<file path="config.mk">
export PLATFORM = sky130hd
export DESIGN_NAME = bram_arbiter
export DESIGN_NICKNAME = d
export VERILOG_FILES = /design/src/rtl/bram_arbiter_pkg.sv /design/src/rtl/bram_arbiter_rr_arbiter2.sv /design/src/rtl/bram_arbiter.sv
export SDC_FILE = /design/constraint.sdc
export NUM_CORES = 1
export LEC_CHECK = 0
export CORE_MARGIN = 3
export CORE_UTILIZATION = 50
export DETAILED_ROUTE_END_ITERATION = 7
export DONT_BUFFER_PORTS = 1
export GPL_TIMING_DRIVEN = 1
export SLEW_MARGIN = 40
export SYNTH_ARGS = -nofsm -noshare
export SYNTH_HDL_FRONTEND = slang
export SYNTH_SLANG_ARGS = --single-unit
</file>
<file path="constraint.sdc">
create_clock -name clk -period 1.57 [get_ports clk]
set_clock_uncertainty 0.05 [all_clocks]
set_input_delay 0.314 -clock clk [delete_from_list [all_inputs] [get_ports clk]]
set_output_delay 0.314 -clock clk [all_outputs]
set_load 0.05 [all_outputs]
</file>
<file path="src/rtl/bram_arbiter_pkg.sv">
// Shared types for the two-client block RAM access controller.
package bram_arbiter_pkg;

  // Client identity; doubles as the round-robin pointer value.
  typedef enum logic {
    CLIENT_A = 1'b0,
    CLIENT_B = 1'b1
  } client_t;

  // Controller phases: zero-fill sweep, then normal request service.
  typedef enum logic {
    ST_INIT  = 1'b0,
    ST_SERVE = 1'b1
  } state_t;

  // Request opcode as carried on the *_we inputs.
  localparam logic OP_READ  = 1'b0;
  localparam logic OP_WRITE = 1'b1;

endpackage

</file>
<file path="src/rtl/bram_arbiter_rr_arbiter2.sv">
// Two-way round-robin arbiter. The pointer names the client that wins a tie
// and always moves to the other client after any grant.
module rr_arbiter2
  import bram_arbiter_pkg::*;
(
  input  logic       clk,
  input  logic       rst,
  input  logic       i_en,
  input  logic [1:0] i_req,
  output logic [1:0] o_gnt,
  output client_t    o_sel
);

  client_t    r_ptr;
  logic [1:0] w_gnt;

  // Grant a lone requester directly; on a tie the pointer owner wins.
  always_comb begin
    w_gnt = 2'b00;
    if (i_en) begin
      if (i_req == 2'b11) begin
        w_gnt = (r_ptr == CLIENT_A) ? 2'b01 : 2'b10;
      end else begin
        w_gnt = i_req;
      end
    end
  end

  // Hand priority to whichever client did not just win; hold when idle.
  always_ff @(posedge clk) begin
    if (rst) begin
      r_ptr <= CLIENT_A;
    end else if (w_gnt[0]) begin
      r_ptr <= CLIENT_B;
    end else if (w_gnt[1]) begin
      r_ptr <= CLIENT_A;
    end
  end

  assign o_gnt = w_gnt;
  assign o_sel = w_gnt[1] ? CLIENT_B : CLIENT_A;

endmodule

</file>
<file path="src/rtl/bram_arbiter.sv">
// Two-client controller for a simple-dual-port block RAM with registered
// read data. Optionally zero-fills the whole memory after reset, then
// serves one single-word read or write per cycle with round-robin fairness.
module bram_arbiter
  import bram_arbiter_pkg::*;
#(
  parameter int DATA_WIDTH     = 8,
  parameter int ADDR_WIDTH     = 8,
  parameter int CLEAR_ON_RESET = 1
) (
  input  logic                  clk,
  input  logic                  rst,
  input  logic                  a_req,
  input  logic                  a_we,
  input  logic [ADDR_WIDTH-1:0] a_addr,
  input  logic [DATA_WIDTH-1:0] a_wdata,
  output logic                  a_gnt,
  output logic                  a_rvalid,
  input  logic                  b_req,
  input  logic                  b_we,
  input  logic [ADDR_WIDTH-1:0] b_addr,
  input  logic [DATA_WIDTH-1:0] b_wdata,
  output logic                  b_gnt,
  output logic                  b_rvalid,
  output logic [DATA_WIDTH-1:0] rdata,
  output logic                  init_done,
  output logic                  mem_write,
  output logic [ADDR_WIDTH-1:0] mem_waddr,
  output logic [ADDR_WIDTH-1:0] mem_raddr,
  output logic [DATA_WIDTH-1:0] mem_wdata,
  input  logic [DATA_WIDTH-1:0] mem_rdata
);

  localparam logic [ADDR_WIDTH-1:0] LAST_ADDR   = '1;
  localparam state_t                RESET_STATE = (CLEAR_ON_RESET != 0) ? ST_INIT : ST_SERVE;
  localparam logic                  RESET_DONE  = (CLEAR_ON_RESET == 0);

  state_t                r_state;
  state_t                w_state_next;
  logic [ADDR_WIDTH-1:0] r_count;
  logic                  r_init_done;
  logic                  r_a_rvalid;
  logic                  r_b_rvalid;

  logic                  w_serve;
  logic [1:0]            w_gnt;
  client_t               w_sel;
  logic                  w_sel_we;
  logic [ADDR_WIDTH-1:0] w_sel_addr;
  logic [DATA_WIDTH-1:0] w_sel_wdata;

  logic                  w_mem_write;
  logic [ADDR_WIDTH-1:0] w_mem_waddr;
  logic [ADDR_WIDTH-1:0] w_mem_raddr;
  logic [DATA_WIDTH-1:0] w_mem_wdata;
  logic                  w_rd_a;
  logic                  w_rd_b;

  assign w_serve = (r_state == ST_SERVE);

  rr_arbiter2 u_rr (
    .clk   (clk),
    .rst   (rst),
    .i_en  (w_serve),
    .i_req ({b_req, a_req}),
    .o_gnt (w_gnt),
    .o_sel (w_sel)
  );

  assign w_sel_we    = (w_sel == CLIENT_B) ? b_we    : a_we;
  assign w_sel_addr  = (w_sel == CLIENT_B) ? b_addr  : a_addr;
  assign w_sel_wdata = (w_sel == CLIENT_B) ? b_wdata : a_wdata;

  // Next-state and memory port steering: sweep writes during INIT, the
  // granted client's access during SERVE, quiet ports otherwise.
  always_comb begin
    w_state_next = r_state;
    w_mem_write  = 1'b0;
    w_mem_waddr  = '0;
    w_mem_raddr  = '0;
    w_mem_wdata  = '0;
    w_rd_a       = 1'b0;
    w_rd_b       = 1'b0;
    case (r_state)
      ST_INIT: begin
        w_mem_write = 1'b1;
        w_mem_waddr = r_count;
        if (r_count == LAST_ADDR) begin
          w_state_next = ST_SERVE;
        end
      end
      ST_SERVE: begin
        if (w_gnt != 2'b00) begin
          if (w_sel_we == OP_WRITE) begin
            w_mem_write = 1'b1;
            w_mem_waddr = w_sel_addr;
            w_mem_wdata = w_sel_wdata;
          end else begin
            w_mem_raddr = w_sel_addr;
            w_rd_a      = w_gnt[0];
            w_rd_b      = w_gnt[1];
          end
        end
      end
      default: begin
        w_state_next = ST_SERVE;
      end
    endcase
  end

  // Phase register; reset re-enters the sweep when clearing is enabled.
  always_ff @(posedge clk) begin
    if (rst) begin
      r_state <= RESET_STATE;
    end else begin
      r_state <= w_state_next;
    end
  end

  // Sweep address counter, only advancing while clearing.
  always_ff @(posedge clk) begin
    if (rst) begin
      r_count <= '0;
    end else if (r_state == ST_INIT) begin
      r_count <= r_count + 1'b1;
    end
  end

  // Ready flag rises the cycle after the last sweep address is written.
  always_ff @(posedge clk) begin
    if (rst) begin
      r_init_done <= RESET_DONE;
    end else if ((r_state == ST_INIT) && (r_count == LAST_ADDR)) begin
      r_init_done <= 1'b1;
    end
  end

  // Read ownership tracks the memory's one-cycle read latency.
  always_ff @(posedge clk) begin
    if (rst) begin
      r_a_rvalid <= 1'b0;
      r_b_rvalid <= 1'b0;
    end else begin
      r_a_rvalid <= w_rd_a;
      r_b_rvalid <= w_rd_b;
    end
  end

  assign a_gnt     = w_gnt[0];
  assign b_gnt     = w_gnt[1];
  assign a_rvalid  = r_a_rvalid;
  assign b_rvalid  = r_b_rvalid;
  assign rdata     = mem_rdata;
  assign init_done = r_init_done;
  assign mem_write = w_mem_write;
  assign mem_waddr = w_mem_waddr;
  assign mem_raddr = w_mem_raddr;
  assign mem_wdata = w_mem_wdata;

endmodule

</file>
==> results.cfg, run 1 <==
[run_status]
failed_stage = 3_5_place_dp
tool.error = [ERROR DPL-0038] Utilization greater than 100%, impossible to legalize
status = aborted with a tool error

[placement]
port_buffers = 0
place_congestion = 0.8228

[synth]
synth_seq_cells = 13
syn_area_sq_mm = 0.001040
yosysMostFrequentCell = nor2_1
synth_enable_flop_cells = 0
netlist_instances = 136
yosysUniqueCellTypes = 35
async_reset_ff_frac = 0
synth_area_leaders = dfxtp_1, nor2_1, mux2i_1, buf_4, o211ai_1
ys_seq_area_frac = 0.2503
synth_common_cells = nor2_1, dfxtp_1, nand2_1
yosysWarnings = 0
synth_top_area_frac = 0.2503
synthFlopType = dfxtp_1
yosysTopAreaCell = dfxtp_1
syn-num-nets = 183
avgSynthCellArea_sq_um = 7.645

[floorplan]
io_pins = 84
die_w_um = 51.60
die_h_um = 51.60
initial_utilization = 0.5653
rows = 15
-- cells by family after synthesis --
logic type | share of synthesized area
and+or+nand+nor | 0.2611
AOI/OAI and AO/OA | 0.2226
buffers and inverters | 0.1251
DFF | 0.2503
muxes | 0.07822
xor gates and xnor gates | 0.05054
adders and majority gates | 0.01203
-- metrics by stage --
step	std cells	hold WS (ns)
2_1_floorplan	136	0.3350
3_3_place_gp	190	0.3312
==> inputs of run 2 (changes only) <==
--- a/config.mk
+++ b/config.mk
@@ -5,11 +5,12 @@
 export SDC_FILE = /design/constraint.sdc
 export NUM_CORES = 1
 export LEC_CHECK = 0
-export CORE_MARGIN = 3
-export CORE_UTILIZATION = 50
+export CORE_AREA = 3 3 64 66
 export DETAILED_ROUTE_END_ITERATION = 7
+export DIE_AREA = 0 0 67 69
 export DONT_BUFFER_PORTS = 1
 export GPL_TIMING_DRIVEN = 1
+export PLACE_DENSITY_LB_ADDON = 0.15
 export SLEW_MARGIN = 40
 export SYNTH_ARGS = -nofsm -noshare
 export SYNTH_HDL_FRONTEND = slang
==> run 2 against run 1 <==
Net effect:
- the flow now finishes, with violations (setup timing)
- synthesized cell count is the same
- area after synthesis stayed put
==> results.cfg, run 2 <==
[synth]
avgSynthCellArea_sq_um = 7.645
synth_area_leaders = dfxtp_1, nor2_1, mux2i_1, buf_4, o211ai_1
syn_area_sq_mm = 0.001040
synth_enable_flop_cells = 0
ys_seq_area_frac = 0.2503
netlist_instances = 136
yosysWarnings = 0
synth_top_area_frac = 0.2503
synthFlopType = dfxtp_1
synth_seq_cells = 13
syn-num-nets = 183
yosysMostFrequentCell = nor2_1
synth_common_cells = nor2_1, dfxtp_1, nand2_1
yosysTopAreaCell = dfxtp_1
yosysUniqueCellTypes = 35
async_reset_ff_frac = 0

[power]
leakage_nw = 0.7213
p_sw_mw = 0.2152
power_mw = 0.8178
comb_power_share = 0.214
clkPwrFrac = 0.364
powerDensity_mw_per_mm2 = 366.2
internal-power_mw = 0.6026
pwr-share-seq = 0.422
swShare = 0.2631
ir_worst_vdd_v = 0.0005597

[critical_path]
worstReg2RegStart = r_state
cp.required_ns = 1.21
cp_data_arrival_time_ns = 1.62
r2r_slack_ns = 0.14
end_kind = output port
regToRegEndpoint = r_count[6]
path_class = flip-flop to output port
worstRegToRegCells = 6
path_max_fanout = 6
cp-start-kind = flip-flop

[final_layout]
final_layout_size_suffix_gt1_frac = 0.6034
instances_no_fill = 222
final_common_cell = buf_12
area_growth_pct = 114.8
nets = 222
fillers = 291
layout_common_cells = buf_12, buf_4, dfxtp_1
antenna_cells = 0
largest_register = r_count
largest_reg_flops = 8
post-route-util = 0.6147

[run]
max-cap-violations = 0

[sta]
hold_viol = 0
period_share = 1.263
fin_tns_setup_ns = -9.304
worst_slack_ns = -0.4123
fin_crit_ns = 1.982
whs_ns = 0.08391
finalSetupViolations = 25
tightest_slew_ns = 0.5097
slew_violations = 0
fmax_mhz = 504.5
rsz0062_at_grt = yes
slew_headroom = 0.6597

[floorplan]
io_pins = 84
die_h_um = 69
rows = 22
fp.coreArea_sq_mm = 0.003633
dieArea_sq_mm = 0.004623
initial_utilization = 0.2862
die_w_um = 67

[placement]
dp_cells = 213
port_buffers = 0
place_congestion = 0.8496
dpl.hpwl_um = 2846

[drt]
first_pass_iters = 3
drtIter0Drc = 12
num_vias = 1112
totalWireLength_um = 3458
route.detailed.drc = 0
via_per_inst = 5.009
antenna_left = 0
wire_per_inst_um = 15.58

[clocking]
cts.sinks = 13
cts_tree = yes
clk_path_buf_depth = 2
postCtsHoldBufs = 0
root_buffer = clkbuf_8
cts-buffers-inserted = 3
path_clk_slew_ns = 0.06
htreeDepth = 1
insertion_delay_ns = 0.24

[worst_hold_path]
hold_class = input pin to flip-flop
hold_end = b_rvalid
holdPathStages = 1
worstHoldStart = rst

[global_route]
grt_usage = 0.1473
gr-total-overflow = 0
grt_max_degree = 14
first_global_vias = 1179
antenna_found_initial = 0
grt_pass1_wl_um = 5513

[run_status]
status = finished, violations left
violations = setup timing
-- run 2: cell counts after synthesis --
Identical to the previous run, type by type.
-- run 2: cells by family (layout without fill, tap and decap cells) --
kind of cell	count (synthesis)	in the layout	synth area share
flip-flops	13	13	0.2503
XOR/XNOR	6	6	0.05054
AND/OR/NAND/NOR	51	51	0.2611
adder cells (fa/ha/maj)	1	1	0.01203
AO/OA/AOI/OAI	34	34	0.2226
multiplexers	8	8	0.07822
buffers and inverters	23	61	0.1251
-- run 2: power by group through the flow --
stage	clock network, mW	registers, mW	logic [mW]
2_1_floorplan	0	0.349	0.160
3_3_place_gp	0	0.352	0.153
3_5_place_dp	0	0.352	0.155
4_1_cts	0.307	0.345	0.163
5_1_grt	0.324	0.347	0.185
6_report	0.297	0.345	0.175
-- run 2: how the worst max path moves through the flow --
stage,from,to,slack [ns]
CTS,u_rr.r_ptr,mem_raddr[2],-0.43
global route,u_rr.r_ptr,mem_raddr[1],-0.45
global placement,u_rr.r_ptr,mem_raddr[4],-0.18
floorplan,r_state,mem_waddr[6],-0.17
detailed placement,a_req,mem_waddr[1],-0.23
finish,u_rr.r_ptr,mem_waddr[3],-0.41
-- run 2: per-stage QoR --
stage                     cell area (sq um)  worst slack (ns)
after floorplan                        1399           -0.1719
after global placement                 1963           -0.1843
after detailed placement               1963           -0.2260
after CTS                              2112           -0.4258
after global routing                   2233           -0.4524
final                                  2233           -0.4123
-- run 2: layout make-up --
cell class              count  area (sq um)  area share
clock buffers               4         45.04     0.02017
inverters                   8         30.03     0.01345
multi-input cells         100          1112      0.4980
flip-flops and latches     13         265.3      0.1188
well taps                  48         60.06     0.02689
repair buffers             49         720.7      0.3227
-- run 2: worst max-delay path, cell delays in order, from the launching register on --
cell     delay, ns
dfxtp_2       0.33
nor2b_4       0.21
nor2_8        0.06
buf_6         0.11
a32oi_4       0.20
buf_6         0.20
o22ai_4       0.10
buf_12        0.15
-- run 2: timing repair --
action | 4_1_cts | 5_1_grt
endpoints found under the setup margin | 26 | 31
buffers inserted | 1 | 4
pin swaps | 3 | 3
gates resized for setup | 20 | 15
-- run 2: routing by layer --
layer | GRT usage | part of all wire | wire, um
met1 | 0.1559 | 0.34 | 1191
met2 | 0.2860 | 0.57 | 1970
met3 | 0.03746 | 0.086 | 297
met4 | 0.02027 | 0 | 0
met5 | 0 | 0 | 0
Power figures use the tool's default switching activity.
